## config.mk

```make
export PLATFORM = sky130hd
export DESIGN_NAME = alu_uart_ctrl
export DESIGN_NICKNAME = d
export VERILOG_FILES = /design/src/rtl/alu_pkg.sv /design/src/rtl/byte_timeout.sv /design/src/rtl/alu_uart_ctrl.sv
export SDC_FILE = /design/constraint.sdc
export NUM_CORES = 1
export LEC_CHECK = 0
export BUFFER_PORTS_ARGS = -buffer_cell sky130_fd_sc_hd__buf_2
export CAP_MARGIN = 5
export CORE_MARGIN = 2
export CORE_UTILIZATION = 54
export DETAILED_ROUTE_END_ITERATION = 10
export GPL_ROUTABILITY_DRIVEN = 1
export GPL_TIMING_DRIVEN = 0
export HOLD_SLACK_MARGIN = 0.15
export MAX_ROUTING_LAYER = met4
export PLACE_DENSITY = 0.87
export SLEW_MARGIN = 20
export SYNTH_ARGS = -nofsm -noshare
export SYNTH_HDL_FRONTEND = slang
export SYNTH_SLANG_ARGS = --single-unit
export TNS_END_PERCENT = 50
```

## constraint.sdc

```tcl
create_clock -name i_clk -period 2.64 [get_ports i_clk]
set_input_delay 0.396 -clock i_clk [delete_from_list [all_inputs] [get_ports i_clk]]
set_output_delay 0.396 -clock i_clk [all_outputs]
set_load 0.01 [all_outputs]
```

## src/rtl/alu_pkg.sv

```systemverilog
// Shared constants for the ALU datapath and the UART-to-ALU sequencing controller.
package alu_pkg;

  localparam int OP_W = 6;

  localparam logic [OP_W-1:0] OP_ADD = 6'b100000;
  localparam logic [OP_W-1:0] OP_SUB = 6'b100010;
  localparam logic [OP_W-1:0] OP_AND = 6'b100100;
  localparam logic [OP_W-1:0] OP_OR  = 6'b100101;
  localparam logic [OP_W-1:0] OP_XOR = 6'b100110;
  localparam logic [OP_W-1:0] OP_SRA = 6'b000011;
  localparam logic [OP_W-1:0] OP_SRL = 6'b000010;
  localparam logic [OP_W-1:0] OP_NOR = 6'b100111;

  localparam logic [2:0] ST_WAIT_A  = 3'd0;
  localparam logic [2:0] ST_WAIT_B  = 3'd1;
  localparam logic [2:0] ST_WAIT_OP = 3'd2;
  localparam logic [2:0] ST_EXEC    = 3'd3;
  localparam logic [2:0] ST_SEND    = 3'd4;
  localparam logic [2:0] ST_WAIT_TX = 3'd5;

  typedef enum logic [2:0] {
    S_WAIT_A  = ST_WAIT_A,
    S_WAIT_B  = ST_WAIT_B,
    S_WAIT_OP = ST_WAIT_OP,
    S_EXEC    = ST_EXEC,
    S_SEND    = ST_SEND,
    S_WAIT_TX = ST_WAIT_TX
  } state_t;

  function automatic logic is_busy(input state_t s);
    return (s == S_EXEC) || (s == S_SEND) || (s == S_WAIT_TX);
  endfunction

endpackage

```

## src/rtl/byte_timeout.sv

```systemverilog
// Saturating inter-byte gap counter; o_expired is high while the count sits at its last value.
module byte_timeout #(
  parameter int TIMEOUT_CYCLES = 1_000_000
) (
  input  logic i_clk,
  input  logic i_rst_n,
  input  logic i_clr,
  input  logic i_en,
  output logic o_expired
);

  localparam int CW = $clog2(TIMEOUT_CYCLES);
  localparam logic [CW-1:0] LAST = CW'(TIMEOUT_CYCLES - 1);

  logic [CW-1:0] count;

  always_ff @(posedge i_clk or negedge i_rst_n) begin
    if (!i_rst_n) begin
      count <= '0;
    end else if (i_clr) begin
      count <= '0;
    end else if (i_en && (count != LAST)) begin
      count <= count + CW'(1);
    end
  end

  assign o_expired = i_en && !i_clr && (count == LAST);

endmodule

```

## src/rtl/alu_uart_ctrl.sv

```systemverilog
// Collects A, B, opcode bytes from the UART receiver, holds them on the ALU inputs,
// and returns the captured ALU result to the UART transmitter.
module alu_uart_ctrl
  import alu_pkg::*;
#(
  parameter int N_BITS         = 8,
  parameter int TIMEOUT_CYCLES = 1_000_000
) (
  input  logic              i_clk,
  input  logic              i_rst_n,
  input  logic [N_BITS-1:0] i_rx_data,
  input  logic              i_rx_done,
  input  logic              i_tx_done,
  input  logic [N_BITS-1:0] i_alu_result,
  output logic [N_BITS-1:0] o_dato_A,
  output logic [N_BITS-1:0] o_dato_B,
  output logic [OP_W-1:0]   o_operacion,
  output logic [N_BITS-1:0] o_tx_data,
  output logic              o_tx_start,
  output logic              o_busy,
  output logic              o_drop
);

  state_t            state, state_nx;
  logic [N_BITS-1:0] a_nx, b_nx, tx_data_nx;
  logic [OP_W-1:0]   op_nx;
  logic              accept, expired, tx_start_nx, drop_nx;

  byte_timeout #(.TIMEOUT_CYCLES(TIMEOUT_CYCLES)) u_timeout (
    .i_clk     (i_clk),
    .i_rst_n   (i_rst_n),
    .i_clr     (accept || (state == S_WAIT_A)),
    .i_en      ((state == S_WAIT_B) || (state == S_WAIT_OP)),
    .o_expired (expired)
  );

  always_ff @(posedge i_clk or negedge i_rst_n) begin
    if (!i_rst_n) begin
      state       <= S_WAIT_A;
      o_dato_A    <= '0;
      o_dato_B    <= '0;
      o_operacion <= '0;
      o_tx_data   <= '0;
      o_tx_start  <= 1'b0;
      o_busy      <= 1'b0;
      o_drop      <= 1'b0;
    end else begin
      state       <= state_nx;
      o_dato_A    <= a_nx;
      o_dato_B    <= b_nx;
      o_operacion <= op_nx;
      o_tx_data   <= tx_data_nx;
      o_tx_start  <= tx_start_nx;
      o_busy      <= is_busy(state_nx);
      o_drop      <= drop_nx;
    end
  end

  // A received byte always takes priority over an expiring gap timer.
  always_comb begin
    state_nx    = state;
    a_nx        = o_dato_A;
    b_nx        = o_dato_B;
    op_nx       = o_operacion;
    tx_data_nx  = o_tx_data;
    tx_start_nx = 1'b0;
    drop_nx     = 1'b0;
    accept      = 1'b0;
    case (state)
      S_WAIT_A: begin
        if (i_rx_done) begin
          a_nx     = i_rx_data;
          accept   = 1'b1;
          state_nx = S_WAIT_B;
        end
      end
      S_WAIT_B: begin
        if (i_rx_done) begin
          b_nx     = i_rx_data;
          accept   = 1'b1;
          state_nx = S_WAIT_OP;
        end else if (expired) begin
          state_nx = S_WAIT_A;
        end
      end
      S_WAIT_OP: begin
        if (i_rx_done) begin
          op_nx    = i_rx_data[OP_W-1:0];
          accept   = 1'b1;
          state_nx = S_EXEC;
        end else if (expired) begin
          state_nx = S_WAIT_A;
        end
      end
      S_EXEC: begin
        tx_data_nx = i_alu_result;
        drop_nx    = i_rx_done;
        state_nx   = S_SEND;
      end
      S_SEND: begin
        tx_start_nx = 1'b1;
        drop_nx     = i_rx_done;
        state_nx    = S_WAIT_TX;
      end
      S_WAIT_TX: begin
        drop_nx = i_rx_done;
        if (i_tx_done) state_nx = S_WAIT_A;
      end
      default: state_nx = S_WAIT_A;
    endcase
  end

endmodule

```

Word-level counts from Yosys, hierarchy flattened
Index checks and enable logic that the tools add are counted.
Operators by class
  reductions and logical operators: 15
  equal/unequal tests: 10
  multiplexer cells: 12
  add/subtract/negate cells: 1
Operator list (number)
  $mux W20: 2
  $add A20 B1 Y20 const B: 1
  $eq A20 B20 Y1 const B: 1
  $ne A20 B20 Y1 const B: 1
  $pmux W3 S6: 1
  $mux W3: 5
  $eq A3 B3 Y1 const B: 4
  $eq A3 B2 Y1 const B: 3
  $reduce_and A2 Y1: 3
  $reduce_or A3 Y1: 2
  $logic_or A1 B1 Y1: 4
  $mux W1: 4
  $eq A3 B1 Y1 const B: 1
  $logic_and A1 B1 Y1: 3
  $logic_not A3 Y1: 1
  $reduce_bool A2 Y1: 1
  $logic_not A1 Y1: 1
Word-level totals
  word-level logic and storage cells: 47
  flip-flop bits (word level): 56

Logic depth before layout (Yosys ltp)
  word-level depth: 13
  gate-level depth with buffers: 6
  mapped depth without buffers: 5

Modules after synthesis
From an unflattened synthesis, not the netlist that was laid out.
Second synthesis, totals
  cells, all modules: 215
  area, all modules: 2603.7 um2
By module, submodules not included
  alu_uart_ctrl: instances 1, area each 1441.4 um2, sequential area each 900.9 um2, cells each 96
  byte_timeout: instances 1, area each 1162.4 um2, sequential area each 500.5 um2, cells each 119

Worst setup path after synthesis
No wires, ideal clock.
  kind: reg-to-reg
  start: register u_timeout.count[15]
  end: register state[1]
  stages on the path, launching flop included: 7
  period minus slack after synthesis: 1960 ps
  setup time: 118 ps
  path slack: 680 ps
  data arrival time: 1842 ps
  buffers on the path: 2
  cells stage by stage: dfrtp_1 -> or4_1 -> nor4_2 -> buf_4 -> buf_4 -> nand3b_1 -> a21o_1
Between the ends
  cells in the longest elaborated chain, start to end: 5
  elaborated cells between the ends (all ways): 6
RTL lines
  start, declared: line byte_timeout.sv:15  | logic [CW-1:0] count;
  start signal, assigned: line byte_timeout.sv:23  | count <= count + CW'(1);
  $eq A20 B20 Y1 (*): line byte_timeout.sv:27  | assign o_expired = i_en && !i_clr && (count == LAST);
  $logic_and A1 B1 Y1 (*): line byte_timeout.sv:27
  $mux W3 (*): line alu_uart_ctrl.sv:82, alu_uart_ctrl.sv:91
  $mux W3, on equally long branches: line alu_uart_ctrl.sv:87, alu_uart_ctrl.sv:78
  $pmux W3 S6 (*): line alu_uart_ctrl.sv:69  | case (state)
  via state_nx[1]: line alu_uart_ctrl.sv:24  | state_t state, state_nx;
  end signal, assigned: line alu_uart_ctrl.sv:48  | state <= state_nx;
  end, declared: line alu_uart_ctrl.sv:24
Mark *: on every way through the listed nets, which the timed path passes. The rest lies on a longest branch.
A chain may end at the register's enable or synchronous reset.

Worst setup path in the final report
  start: register u_timeout.count[1]
  end: register u_timeout.count[10]
Between the ends
  cells in the longest elaborated chain, start to end: 3
  elaborated cells between the ends (all ways): 6
RTL lines
  $add A20 B1 Y20 / $ne A20 B20 Y1 (equally long branches): line byte_timeout.sv:23, byte_timeout.sv:22
  $mux W20 / $logic_and A1 B1 Y1 (equally long branches): line byte_timeout.sv:22  | end else if (i_en && (count != LAST)) begin
  $mux W20 / $reduce_bool A2 Y1 (equally long branches)
Parallel ways exist; a longest one is shown, timed or not. The select of a mux whose other input is x is not followed.

==> impl_metrics.json <==
{
  "synth_xor_area_frac": 0.00333,
  "antenna_cells": 0,
  "yosysWarnings": 0,
  "status": "finished clean",
  "htreeDepth": 2,
  "synth_top_family_by_area": "simple AND/OR/NAND/NOR gates",
  "synth_common_cells": "dfrtp_1 (56), mux2_2 (30), nand2_1 (19)",
  "cts_hold_buf": 0,
  "ys_ff_latch": 56,
  "synth-main-ff-cell": "dfrtp_1",
  "worst_pin_slew_ps": 782,
  "seq_area_frac_synth": 0.534,
  "grt_pass1_wl_mm": 9.40,
  "cts-buffers-inserted": 5,
  "use_met1": 0.295,
  "row_count": 25,
  "synth_area_mm2": 0.00263,
  "grt_usage": 0.229,
  "die-height_um": 73.7,
  "yosys.area_share.adder": 0.00476,
  "grt_pass1_vias": 2010,
  "clock_path_buffers": 2,
  "yosys.area_share.simple": 0.184,
  "finalNonFillerCells": 338,
  "portBuffers": 52,
  "dr.pass1.iters": 4,
  "path_class": "reg2reg",
  "synth.most_common_cell": "dfrtp_1",
  "reg2reg_slack_ps": 380,
  "multi_input_comb_area_mm2": 0.00115,
  "ir_drop_uv": 656,
  "crit_path_max_fanout": 10,
  "crit_arrival_ps": 2490,
  "area_delta_synth_final_pct": 17.5,
  "required_ps": 2870,
  "grt_max_degree": 57,
  "skew_ps": 7.06,
  "coreArea_mm2": 0.00469,
  "drive_above_1_share": 0.356,
  "syn_avg_cell_area_um2": 11.7,
  "rr_endpoint": "u_timeout.count[10]$_DFFE_PN0P_",
  "synthMuxAreaShare": 0.159,
  "p_per_area_mw_per_mm2": 1020,
  "cts-root-buf": "clkbuf_8",
  "min-delay-path-class": "in2async",
  "cp-startpoint": "u_timeout.count[1]$_DFFE_PN0P_",
  "netlist_instances": 225,
  "period_needed_ps": 2260,
  "clock.fmax_ghz": 0.443,
  "synth_fp_nets": 246,
  "wl_per_cell_um": 16.2,
  "post-route-period-util": 0.856,
  "max_stage_delay_ps": 590,
  "cts_sinks": 56,
  "clk_latency_ps": 300,
  "dr_total_vias": 1981,
  "viasPerCell": 5.86,
  "clk_pin_slew_worst_paths_ps": 100,
  "regArea_mm2": 0.00140,
  "hold_viol_final": 0,
  "async_reset_ff_frac": 1.00,
  "netlist_top_cells_area": "dfrtp_1 (53%), mux2_2 (13%), mux2i_1 (3.0%), nand2_1 (2.7%), or4_1 (2.6%)",
  "worst_setup_path_end_kind": "flop",
  "synth_compound_area_frac": 0.0881,
  "cts_resized": 0,
  "grt_antenna_before_repair": 0,
  "maxCapViolations": 0,
  "dieArea_mm2": 0.00544,
  "cts_tree": "built",
  "yosysTopAreaCell": "dfrtp_1",
  "hpwl_mm": 3.70,
  "wl_mm": 5.47,
  "synth_enable_flop_cells": 0,
  "gp_congestion": 0.848,
  "worst_path_most_repeated_cell": "or4_1",
  "synth_top_area_share": 0.534,
  "rsz0062_at_grt": "false",
  "drv_slew": 0,
  "die_w_um": 73.7,
  "grtUsageMet2": 0.368,
  "grt_overflow": 0,
  "drc": 0,
  "rr_worst_depth": 6,
  "crit_chain": "ha_1, inv_1, or4_1, clkbuf_1, or4_1, a21oi_1",
  "dp.cells": 331,
  "start_util": 0.560,
  "setup_viol": 0,
  "drt-initial-drc-count": 166,
  "ys_types": 40,
  "antenna_left": 0,
  "postCtsSetupRepairBufs": 0,
  "leakage_nw": 1.33,
  "tns_ps": 0,
  "nets": 305,
  "grt_use_met3": 0.0508,
  "worstReg2RegStart": "u_timeout.count[1]$_DFFE_PN0P_",
  "ios": 53,
  "fill_cells": 342,
  "cp-start-kind": "flop",
  "busiest_layer": "met2",
  "timing.slew.headroom": 0.476,
  "cpMaxStageDelayCell": "or4_1"
}
[worst max-delay path: cells and delay by family, from the launching register on]
family | cells | cell delay (ps)
simple gates | 2 | 1030
flops | 1 | 430
buf+inv | 2 | 320
fa+ha+maj | 1 | 240
compound gates | 1 | 160
[per-stage QoR]
stage                     worst slack, ps  cell area (um2)  total power [mW]   util  hold WS (ps)
after detailed placement              447             2960              2.50  0.630           487
after CTS                             396             3090              3.16  0.658           152
final                                 381             3090              3.15  0.658           115
after global routing                  208             3090              3.35  0.658           176
after floorplan                       680             2630              2.06      -           100
after global placement                469             2950              2.44  0.630           482
[logic make-up (layout without fill, tap and decap cells)]
logic type               count (synthesis)  in the layout
adder cells (fa/ha/maj)                  1              1
XOR/XNOR                                 1              1
multiplexers                            38             38
buffers and inverters                   14             73
AO/OA/AOI/OAI                           34             34
AND/OR/NAND/NOR                         81             81
flip-flops                              56             56
[how the worst max path moves through the flow]
stage,slack (ps),cells after the start,end
floorplan,680,6,state[1]$_DFF_PN0_
global placement,470,6,u_timeout.count[2]$_DFFE_PN0P_
detailed placement,450,6,u_timeout.count[12]$_DFFE_PN0P_
CTS,400,6,u_timeout.count[10]$_DFFE_PN0P_
global route,210,6,u_timeout.count[10]$_DFFE_PN0P_
finish,380,6,u_timeout.count[10]$_DFFE_PN0P_
[registers in the layout (all words and copies together) (netlist names)]
name             flops
u_timeout.count     20
o_dato_A             8
o_dato_B             8
o_tx_data            8
o_operacion          6
state                3
o_busy               1
o_drop               1
o_tx_start           1
[where the power goes]
group / switching [mW] / internal [mW] / leakage [nW] / total (mW)
registers: 0.144 / 1.14 / 0.711 / 1.28
logic: 0.656 / 0.565 / 0.557 / 1.22
clock network: 0.271 / 0.373 / 0.0642 / 0.644
total: 1.07 / 2.08 / 1.33 / 3.15
[final cells by class]
| type | count | share of cell area |
|---|---|---|
| Buffer | 12 | 0.0203 |
| Clock buffer | 5 | 0.0223 |
| Clock inverter | 2 | 0.0195 |
| Inverter | 2 | 0.00243 |
| Multi-Input combinational cell | 155 | 0.374 |
| Sequential cell | 56 | 0.454 |
| Tap cell | 54 | 0.0219 |
| Timing Repair Buffer | 52 | 0.0852 |
[layer usage]
metal	part of all wire	vias up
met5	0	-
met4	0.0046	0
met3	0.044	4
met2	0.50	50
met1	0.46	981
li1	-	946
[cell usage in the layout, fill, tap and decap left out, types with 2 or more instances in the layout]
master     netlist  final
nor4_2           2      2
a21oi_1         10     10
a2111o_1         2      2
nand3b_1         2      2
and4_1           2      2
o31ai_1          7      7
a21o_1           2      2
or2_2            2      2
o21ai_0          3      3
clkbuf_1         7      7
nor3b_1          2      2
a21boi_0         2      2
or3_1            2      2
nor2_1           6      6
nand3_1         11     11
bufinv_16        0      2
clkbuf_8         0      5
nand4_1          3      3
nor4_1           4      4
and3_1           2      2
nand2b_1        10     10
inv_1            2      2
buf_2            2     53
buf_4            2      3
mux2i_1          8      8
a211oi_1         3      3
or4_1            9      9
nand2_1         19     19
or4bb_1          2      2
mux2_2          30     30
dfrtp_1         56     56
Power figures use the tool's default switching activity.
